==> config.mk <==
export PLATFORM = sky130hd
export DESIGN_NAME = mem_stage_ctrl_flat
export DESIGN_NICKNAME = d
export VERILOG_FILES = /design/src/rtl/mem_stage_ctrl_pkg.sv /design/src/rtl/mem_stage_ctrl_if.sv /design/src/rtl/mem_stage_ctrl_lane_fmt.sv /design/src/rtl/mem_stage_ctrl.sv /design/src/flat_wrapper.sv
export SDC_FILE = /design/constraint.sdc
export NUM_CORES = 1
export LEC_CHECK = 0
export CORE_ASPECT_RATIO = 0.5
export CORE_MARGIN = 8
export CORE_UTILIZATION = 45
export DETAILED_ROUTE_END_ITERATION = 16
export PLACE_DENSITY = 0.81
export SYNTH_ARGS = -nofsm -noshare
export SYNTH_HDL_FRONTEND = slang
export SYNTH_SLANG_ARGS = --single-unit
==> constraint.sdc <==
create_clock -name clk -period 2.8 [get_ports clk]
set_input_delay 0.56 -clock clk [delete_from_list [all_inputs] [get_ports clk]]
set_output_delay 0.56 -clock clk [all_outputs]
set_load 0.005 [all_outputs]
==> src/rtl/mem_stage_ctrl_pkg.sv <==
// Shared definitions for the MEM-stage memory controller: funct3 size codes,
// FSM state encoding and the access legality rule.
package mem_stage_ctrl_pkg;

    localparam logic [2:0] F3_B  = 3'b000;
    localparam logic [2:0] F3_H  = 3'b001;
    localparam logic [2:0] F3_W  = 3'b010;
    localparam logic [2:0] F3_BU = 3'b100;
    localparam logic [2:0] F3_HU = 3'b101;

    typedef enum logic [1:0] {
        ST_IDLE   = 2'd0,
        ST_ACCESS = 2'd1,
        ST_DONE   = 2'd2
    } state_e;

    // Unsigned variants exist only for loads; alignment follows the access size.
    function automatic logic access_legal(input logic [2:0] f3,
                                          input logic [1:0] lo,
                                          input logic       is_store);
        logic code_ok;
        logic aligned;
        case (f3)
            F3_B, F3_H, F3_W: code_ok = 1'b1;
            F3_BU, F3_HU:     code_ok = ~is_store;
            default:          code_ok = 1'b0;
        endcase
        case (f3[1:0])
            2'b01:   aligned = ~lo[0];
            2'b10:   aligned = (lo == 2'b00);
            default: aligned = 1'b1;
        endcase
        return code_ok & aligned;
    endfunction

endpackage

==> src/rtl/mem_stage_ctrl_if.sv <==
// Data-memory request/ready bus between the MEM-stage controller and the
// memory/cache port.
interface mem_stage_ctrl_if #(
    parameter int unsigned XLEN = 32
) ();

    logic            dmem_req;
    logic            dmem_we;
    logic [XLEN-1:0] dmem_addr;
    logic [XLEN-1:0] dmem_wdata;
    logic [3:0]      dmem_byte_en;
    logic            dmem_ready;
    logic [XLEN-1:0] dmem_rdata;

    modport master (
        output dmem_req,
        output dmem_we,
        output dmem_addr,
        output dmem_wdata,
        output dmem_byte_en,
        input  dmem_ready,
        input  dmem_rdata
    );

    modport slave (
        input  dmem_req,
        input  dmem_we,
        input  dmem_addr,
        input  dmem_wdata,
        input  dmem_byte_en,
        output dmem_ready,
        output dmem_rdata
    );

endinterface

==> src/rtl/mem_stage_ctrl_lane_fmt.sv <==
// Combinational lane logic: byte enables and store replication for the
// request side, lane extraction and sign/zero extension for the load side.
module mem_lane_fmt
    import mem_stage_ctrl_pkg::*;
#(
    parameter int unsigned XLEN = 32
) (
    input  logic [2:0]      st_funct3_i,
    input  logic [1:0]      st_addr_lo_i,
    input  logic [XLEN-1:0] store_data_i,
    output logic [3:0]      byte_en_o,
    output logic [XLEN-1:0] wdata_o,
    input  logic [2:0]      ld_funct3_i,
    input  logic [1:0]      ld_addr_lo_i,
    input  logic [XLEN-1:0] rdata_i,
    output logic [XLEN-1:0] load_data_o
);

    logic [7:0]  ld_byte;
    logic [15:0] ld_half;

    always_comb begin
        byte_en_o = '0;
        wdata_o   = store_data_i;
        case (st_funct3_i[1:0])
            2'b00: begin
                byte_en_o = 4'b0001 << st_addr_lo_i;
                wdata_o   = {4{store_data_i[7:0]}};
            end
            2'b01: begin
                byte_en_o = st_addr_lo_i[1] ? 4'b1100 : 4'b0011;
                wdata_o   = {2{store_data_i[15:0]}};
            end
            2'b10:   byte_en_o = 4'b1111;
            default: byte_en_o = '0;
        endcase
    end

    always_comb begin
        case (ld_addr_lo_i)
            2'd0:    ld_byte = rdata_i[7:0];
            2'd1:    ld_byte = rdata_i[15:8];
            2'd2:    ld_byte = rdata_i[23:16];
            default: ld_byte = rdata_i[31:24];
        endcase
        ld_half = ld_addr_lo_i[1] ? rdata_i[31:16] : rdata_i[15:0];
        case (ld_funct3_i)
            F3_B:    load_data_o = {{(XLEN-8){ld_byte[7]}}, ld_byte};
            F3_H:    load_data_o = {{(XLEN-16){ld_half[15]}}, ld_half};
            F3_BU:   load_data_o = {{(XLEN-8){1'b0}}, ld_byte};
            F3_HU:   load_data_o = {{(XLEN-16){1'b0}}, ld_half};
            F3_W:    load_data_o = rdata_i;
            default: load_data_o = '0;
        endcase
    end

endmodule

==> src/rtl/mem_stage_ctrl.sv <==
// MEM-stage load/store sequencer: issues one registered request per memory
// instruction, freezes the pipeline until completion, and reports faults.
module mem_stage_ctrl
    import mem_stage_ctrl_pkg::*;
#(
    parameter int unsigned XLEN           = 32,
    parameter int unsigned TIMEOUT_CYCLES = 255,
    parameter int unsigned TIMEOUT_W      = 8
) (
    input  logic            clk,
    input  logic            reset,
    input  logic            mem_read,
    input  logic            mem_write,
    input  logic [2:0]      funct3,
    input  logic [XLEN-1:0] addr,
    input  logic [XLEN-1:0] store_data,
    mem_stage_ctrl_if.master dmem,
    output logic            stall,
    output logic [XLEN-1:0] load_data,
    output logic            misalign_fault,
    output logic            bus_error
);

    state_e                state_q, state_d;
    logic [TIMEOUT_W-1:0]  cnt_q, cnt_d;
    logic                  req_q, req_d;
    logic                  we_q, we_d;
    logic [3:0]            be_q, be_d;
    logic [XLEN-1:0]       addr_q, addr_d;
    logic [XLEN-1:0]       wdata_q, wdata_d;
    logic [2:0]            f3_q, f3_d;
    logic [1:0]            lo_q, lo_d;
    logic [XLEN-1:0]       ld_q, ld_d;
    logic                  fault_q, fault_d;
    logic                  berr_q, berr_d;

    logic                  mem_access;
    logic                  legal;
    logic [3:0]            fmt_be;
    logic [XLEN-1:0]       fmt_wdata;
    logic [XLEN-1:0]       fmt_load;

    mem_lane_fmt #(.XLEN(XLEN)) u_fmt (
        .st_funct3_i  (funct3),
        .st_addr_lo_i (addr[1:0]),
        .store_data_i (store_data),
        .byte_en_o    (fmt_be),
        .wdata_o      (fmt_wdata),
        .ld_funct3_i  (f3_q),
        .ld_addr_lo_i (lo_q),
        .rdata_i      (dmem.dmem_rdata),
        .load_data_o  (fmt_load)
    );

    // A simultaneous read and write is treated as a store.
    assign mem_access = mem_read | mem_write;
    assign legal      = access_legal(funct3, addr[1:0], mem_write);
    assign stall      = ((state_q == ST_IDLE) & mem_access & legal) | (state_q == ST_ACCESS);

    always_comb begin
        state_d = state_q;
        cnt_d   = cnt_q;
        req_d   = req_q;
        we_d    = we_q;
        be_d    = be_q;
        addr_d  = addr_q;
        wdata_d = wdata_q;
        f3_d    = f3_q;
        lo_d    = lo_q;
        ld_d    = ld_q;
        fault_d = 1'b0;
        berr_d  = 1'b0;
        case (state_q)
            ST_IDLE: begin
                if (mem_access) begin
                    if (legal) begin
                        state_d = ST_ACCESS;
                        req_d   = 1'b1;
                        we_d    = mem_write;
                        be_d    = fmt_be;
                        addr_d  = {addr[XLEN-1:2], 2'b00};
                        wdata_d = fmt_wdata;
                        f3_d    = funct3;
                        lo_d    = addr[1:0];
                    end else begin
                        fault_d = 1'b1;
                        ld_d    = '0;
                    end
                end
            end
            ST_ACCESS: begin
                if (dmem.dmem_ready) begin
                    state_d = ST_DONE;
                    req_d   = 1'b0;
                    we_d    = 1'b0;
                    be_d    = '0;
                    cnt_d   = '0;
                    if (!we_q) ld_d = fmt_load;
                end else if (cnt_q == TIMEOUT_W'(TIMEOUT_CYCLES - 1)) begin
                    state_d = ST_DONE;
                    req_d   = 1'b0;
                    we_d    = 1'b0;
                    be_d    = '0;
                    cnt_d   = '0;
                    berr_d  = 1'b1;
                    ld_d    = '0;
                end else begin
                    cnt_d = cnt_q + 1'b1;
                end
            end
            ST_DONE: state_d = ST_IDLE;
            default: state_d = ST_IDLE;
        endcase
    end

    always_ff @(posedge clk) begin
        if (reset) begin
            state_q <= ST_IDLE;
            cnt_q   <= '0;
            req_q   <= 1'b0;
            we_q    <= 1'b0;
            be_q    <= '0;
            addr_q  <= '0;
            wdata_q <= '0;
            f3_q    <= '0;
            lo_q    <= '0;
            ld_q    <= '0;
            fault_q <= 1'b0;
            berr_q  <= 1'b0;
        end else begin
            state_q <= state_d;
            cnt_q   <= cnt_d;
            req_q   <= req_d;
            we_q    <= we_d;
            be_q    <= be_d;
            addr_q  <= addr_d;
            wdata_q <= wdata_d;
            f3_q    <= f3_d;
            lo_q    <= lo_d;
            ld_q    <= ld_d;
            fault_q <= fault_d;
            berr_q  <= berr_d;
        end
    end

    assign dmem.dmem_req     = req_q;
    assign dmem.dmem_we      = we_q;
    assign dmem.dmem_byte_en = be_q;
    assign dmem.dmem_addr    = addr_q;
    assign dmem.dmem_wdata   = wdata_q;
    assign load_data         = ld_q;
    assign misalign_fault    = fault_q;
    assign bus_error         = berr_q;

endmodule

==> src/flat_wrapper.sv <==
// flat-port wrapper written by rule: the top's interface ports become plain ports
module mem_stage_ctrl_flat import mem_stage_ctrl_pkg::*;
#(
    parameter int unsigned XLEN           = 32,
    parameter int unsigned TIMEOUT_CYCLES = 255,
    parameter int unsigned TIMEOUT_W      = 8
)
  (clk, reset, mem_read, mem_write, funct3, addr, store_data, stall, load_data, misalign_fault, bus_error, dmem_dmem_req, dmem_dmem_we, dmem_dmem_addr, dmem_dmem_wdata, dmem_dmem_byte_en, dmem_dmem_ready, dmem_dmem_rdata);
  mem_stage_ctrl_if #(.XLEN(XLEN)) dmem_i ();
  input  logic clk;
  input  logic reset;
  input  logic mem_read;
  input  logic mem_write;
  input  logic [2:0] funct3;
  input  logic [XLEN-1:0] addr;
  input  logic [XLEN-1:0] store_data;
  output logic stall;
  output logic [XLEN-1:0] load_data;
  output logic misalign_fault;
  output logic bus_error;
  output wire logic [$bits(dmem_i.dmem_req)-1:0] dmem_dmem_req;
  output wire logic [$bits(dmem_i.dmem_we)-1:0] dmem_dmem_we;
  output wire logic [$bits(dmem_i.dmem_addr)-1:0] dmem_dmem_addr;
  output wire logic [$bits(dmem_i.dmem_wdata)-1:0] dmem_dmem_wdata;
  output wire logic [$bits(dmem_i.dmem_byte_en)-1:0] dmem_dmem_byte_en;
  input wire logic [$bits(dmem_i.dmem_ready)-1:0] dmem_dmem_ready;
  input wire logic [$bits(dmem_i.dmem_rdata)-1:0] dmem_dmem_rdata;
  assign dmem_dmem_req = dmem_i.dmem_req;
  assign dmem_dmem_we = dmem_i.dmem_we;
  assign dmem_dmem_addr = dmem_i.dmem_addr;
  assign dmem_dmem_wdata = dmem_i.dmem_wdata;
  assign dmem_dmem_byte_en = dmem_i.dmem_byte_en;
  assign dmem_i.dmem_ready = dmem_dmem_ready;
  assign dmem_i.dmem_rdata = dmem_dmem_rdata;
  mem_stage_ctrl #(.XLEN(XLEN), .TIMEOUT_CYCLES(TIMEOUT_CYCLES), .TIMEOUT_W(TIMEOUT_W)) u_core (.clk(clk), .reset(reset), .mem_read(mem_read), .mem_write(mem_write), .funct3(funct3), .addr(addr), .store_data(store_data), .dmem(dmem_i), .stall(stall), .load_data(load_data), .misalign_fault(misalign_fault), .bus_error(bus_error));
endmodule
==> out/results.ini <==
[yosys]
yosysWarnings=0
synth_cell_types=53
synth_flop_cell=dfxtp_1
synthCells=679
synth-async-reset-ratio=0
syn_avg_cell_area_um2=8.30
netlist_area_mm2=0.00564
ys_seq_elements=117
ys_seq_area_frac=0.416
synth_edf_count=0

[cts]
root_buffer=clkbuf_16
clk-insertion-delay-late_ps=410
cts_max_level=4
cts_sinks=117
clockBufferDepth=2
clk_pin_slew_worst_paths_ps=50
cts_tree=built
cts_inserted_buffers=17

[worst_setup_path]
crit_chain=dlygate4sd2_1, inv_2, ha_4, nand3b_1, o31ai_2, or4_4, nand2_2, clkdlybuf4s15_2
cp-end-kind=primary output
reg2reg_from=u_core.state_q[0]$_SDFFE_PP0P_
r2r_setup_slack_ps=710
rr_worst_depth=6
worstPathArrival_ps=2190
slowest_delay_ps=520
cp_data_required_time_ps=2240
cp-start-kind=input pin
worstSetupPathType=input pin to primary output
r2r_end=u_core.dmem.dmem_wdata[25]$_SDFFE_PP0P_
critical-path-slowest-cell=or4_4
worstPathMaxFanout=3

[timing]
rsz0062_at_grt=false
slew_headroom=0.576
final_max_slew_viol_count=0
fmax_mhz=364
finalHoldWorstSlack_ps=453
skew_ps=7.97
finalCritPeriodShare=0.981
period_needed_ps=2750
setup_viol=0
worst_pin_slew_ps=634
hold_violations=0

[grt]
use_met2=0.404
busiest_layer=met2
grtUsageMet1=0.263
overflow=0
grt_max_degree=53
met3_usage=0.0577
grt_pass1_vias=5924
grt_pass1_wl_um=31100
antenna_found_initial=0
track_usage=0.230

[route]
post-route-drc-count=0
drtIter0Drc=500
routed_via_density=5.51
final_antenna_net_count=0
drt-total-wl_um=19700
vias=5881
route.detailed.wl_per_inst_um=18.4
drt_pass1_iterations=5

[layout]
final_common_cell=clkdlybuf4s50_1
fin_cells=1068
syn2layout_area_growth_pct=54.6
stdcell_area_mm2=0.00871
nFillCells=937
diodes=0
layout_common_cells=clkdlybuf4s50_1 (202), nand2_1 (119), dfxtp_1 (117), a21oi_1 (62), mux2i_1 (57)
drive_above_1_share=0.0991
nNetsFinal=995

[placement]
post-dp-hpwl_um=13700
place_inst=1034
place_area_mm2=0.00799
place_congestion=0.894
io_buffers=206

[floorplanning]
start_util=0.453
dieHeight_um=95.1
dieArea_mm2=0.0166
core_area_mm2=0.0124
io_pins=209
num_rows=29
die_w_um=174

[min_path]
hp-start=u_core.dmem.dmem_addr[10]$_SDFFE_PP0P_
min_path_type=flip-flop to flip-flop
hold_end=u_core.dmem.dmem_addr[10]$_SDFFE_PP0P_
min_delay_path_depth=2

[outcome]
status=completed

[pwr]
ir_drop_mv=0.441
leakagePower_nw=3.18
power_mw=5.15
powerDensity_mw_per_mm2=591

[run]
max_cap_violations=0

## report_power, final
group | leakage [nW] | switching (mW) | internal (mW) | total (mW)
Combinational | 1.91 | 0.419 | 0.479 | 0.898
Sequential | 0.949 | 0.0500 | 1.74 | 1.79
Clock | 0.315 | 0.804 | 1.65 | 2.45
Total | 3.18 | 1.27 | 3.87 | 5.15
## layout make-up
class	count	area [µm²]	area share
multi-input combinational	496	3060	0.351
timing repair buffer	241	2390	0.274
sequential	117	2340	0.269
clock buffer	20	467	0.0536
tap	170	213	0.0244
clock inverter	12	199	0.0228
inverter	12	45.0	0.00517
## timing repair
| action | in CTS | in global routing |
|---|---|---|
| cloned | 0 | 0 |
| setup endpoints to repair | 9 | 1 |
| pin swaps | 1 | 1 |
| setup buffers | 2 | 0 |
| hold buffers | 0 | 0 |
| gates resized for setup | 16 | 1 |
## routing by layer
layer | up-vias | wire length, µm | part of all wire
li1 | 2786 | - | -
met1 | 2797 | 8010 | 0.41
met2 | 251 | 9700 | 0.49
met3 | 47 | 1340 | 0.068
met4 | 0 | 589 | 0.030
met5 | - | 0 | 0
## critical path: cells and delay by family
family                   cells  cell delay [ps]
AO/OA/AOI/OAI                1              100
buffers and inverters        3              550
adder cells (fa/ha/maj)      1              220
AND/OR/NAND/NOR              3              740
## worst max path at each step
stage	from	endpoint	slack, ps	depth (start not counted)
final	funct3[1]	stall	50	8
after global routing	funct3[1]	stall	10	8
after CTS	funct3[0]	stall	40	8
after detailed placement	funct3[0]	stall	-750	8
after global placement	funct3[0]	stall	-680	8
after floorplan	funct3[0]	stall	180	8
## cells in the mapped netlist, types with 8 or more instances
| master | count | area [µm²] |
|---|---|---|
| clkbuf_1 | 31 | 116 |
| buf_2 | 15 | 75.1 |
| dfxtp_1 | 117 | 2340 |
| a311oi_1 | 14 | 123 |
| mux2i_1 | 57 | 571 |
| inv_1 | 11 | 41.3 |
| a211oi_1 | 16 | 120 |
| o21ai_0 | 48 | 240 |
| a22o_1 | 8 | 70.1 |
| nand2b_1 | 39 | 244 |
| nor3_1 | 13 | 65.1 |
| nor2_1 | 32 | 120 |
| and2_1 | 16 | 100 |
| nand2_1 | 120 | 450 |
| a21oi_1 | 62 | 310 |
## registers in the layout, indices dropped and copies added (netlist names), 2 cells and up
name,count
u_core.dmem.dmem_addr,30
u_core.load_data,32
u_core.dmem.dmem_byte_en,4
u_core.f3_q,3
u_core.cnt_q,8
u_core.dmem.dmem_wdata,32
u_core.state_q,2
u_core.lo_q,2
## cells by family after synthesis
| group | count (synthesis) | synth area share |
|---|---|---|
| AOI/OAI and AO/OA | 177 | 0.198 |
| buffers and inverters | 67 | 0.0519 |
| adders and majority gates | 6 | 0.0133 |
| other | 1 | 0.000665 |
| and+or+nand+nor | 254 | 0.220 |
| muxes | 57 | 0.101 |
| DFF | 117 | 0.416 |
## stage by stage
step | util | TNS [ps] | worst slack (ps)
2_1_floorplan | - | 0 | 185
3_3_place_gp | 0.642 | -13540 | -679
3_5_place_dp | 0.642 | -22790 | -751
4_1_cts | 0.700 | 0 | 44.0
5_1_grt | 0.700 | 0 | 12.3
6_report | 0.700 | 0 | 54.1
No activity file was read; power rests on OpenSTA's default activity.
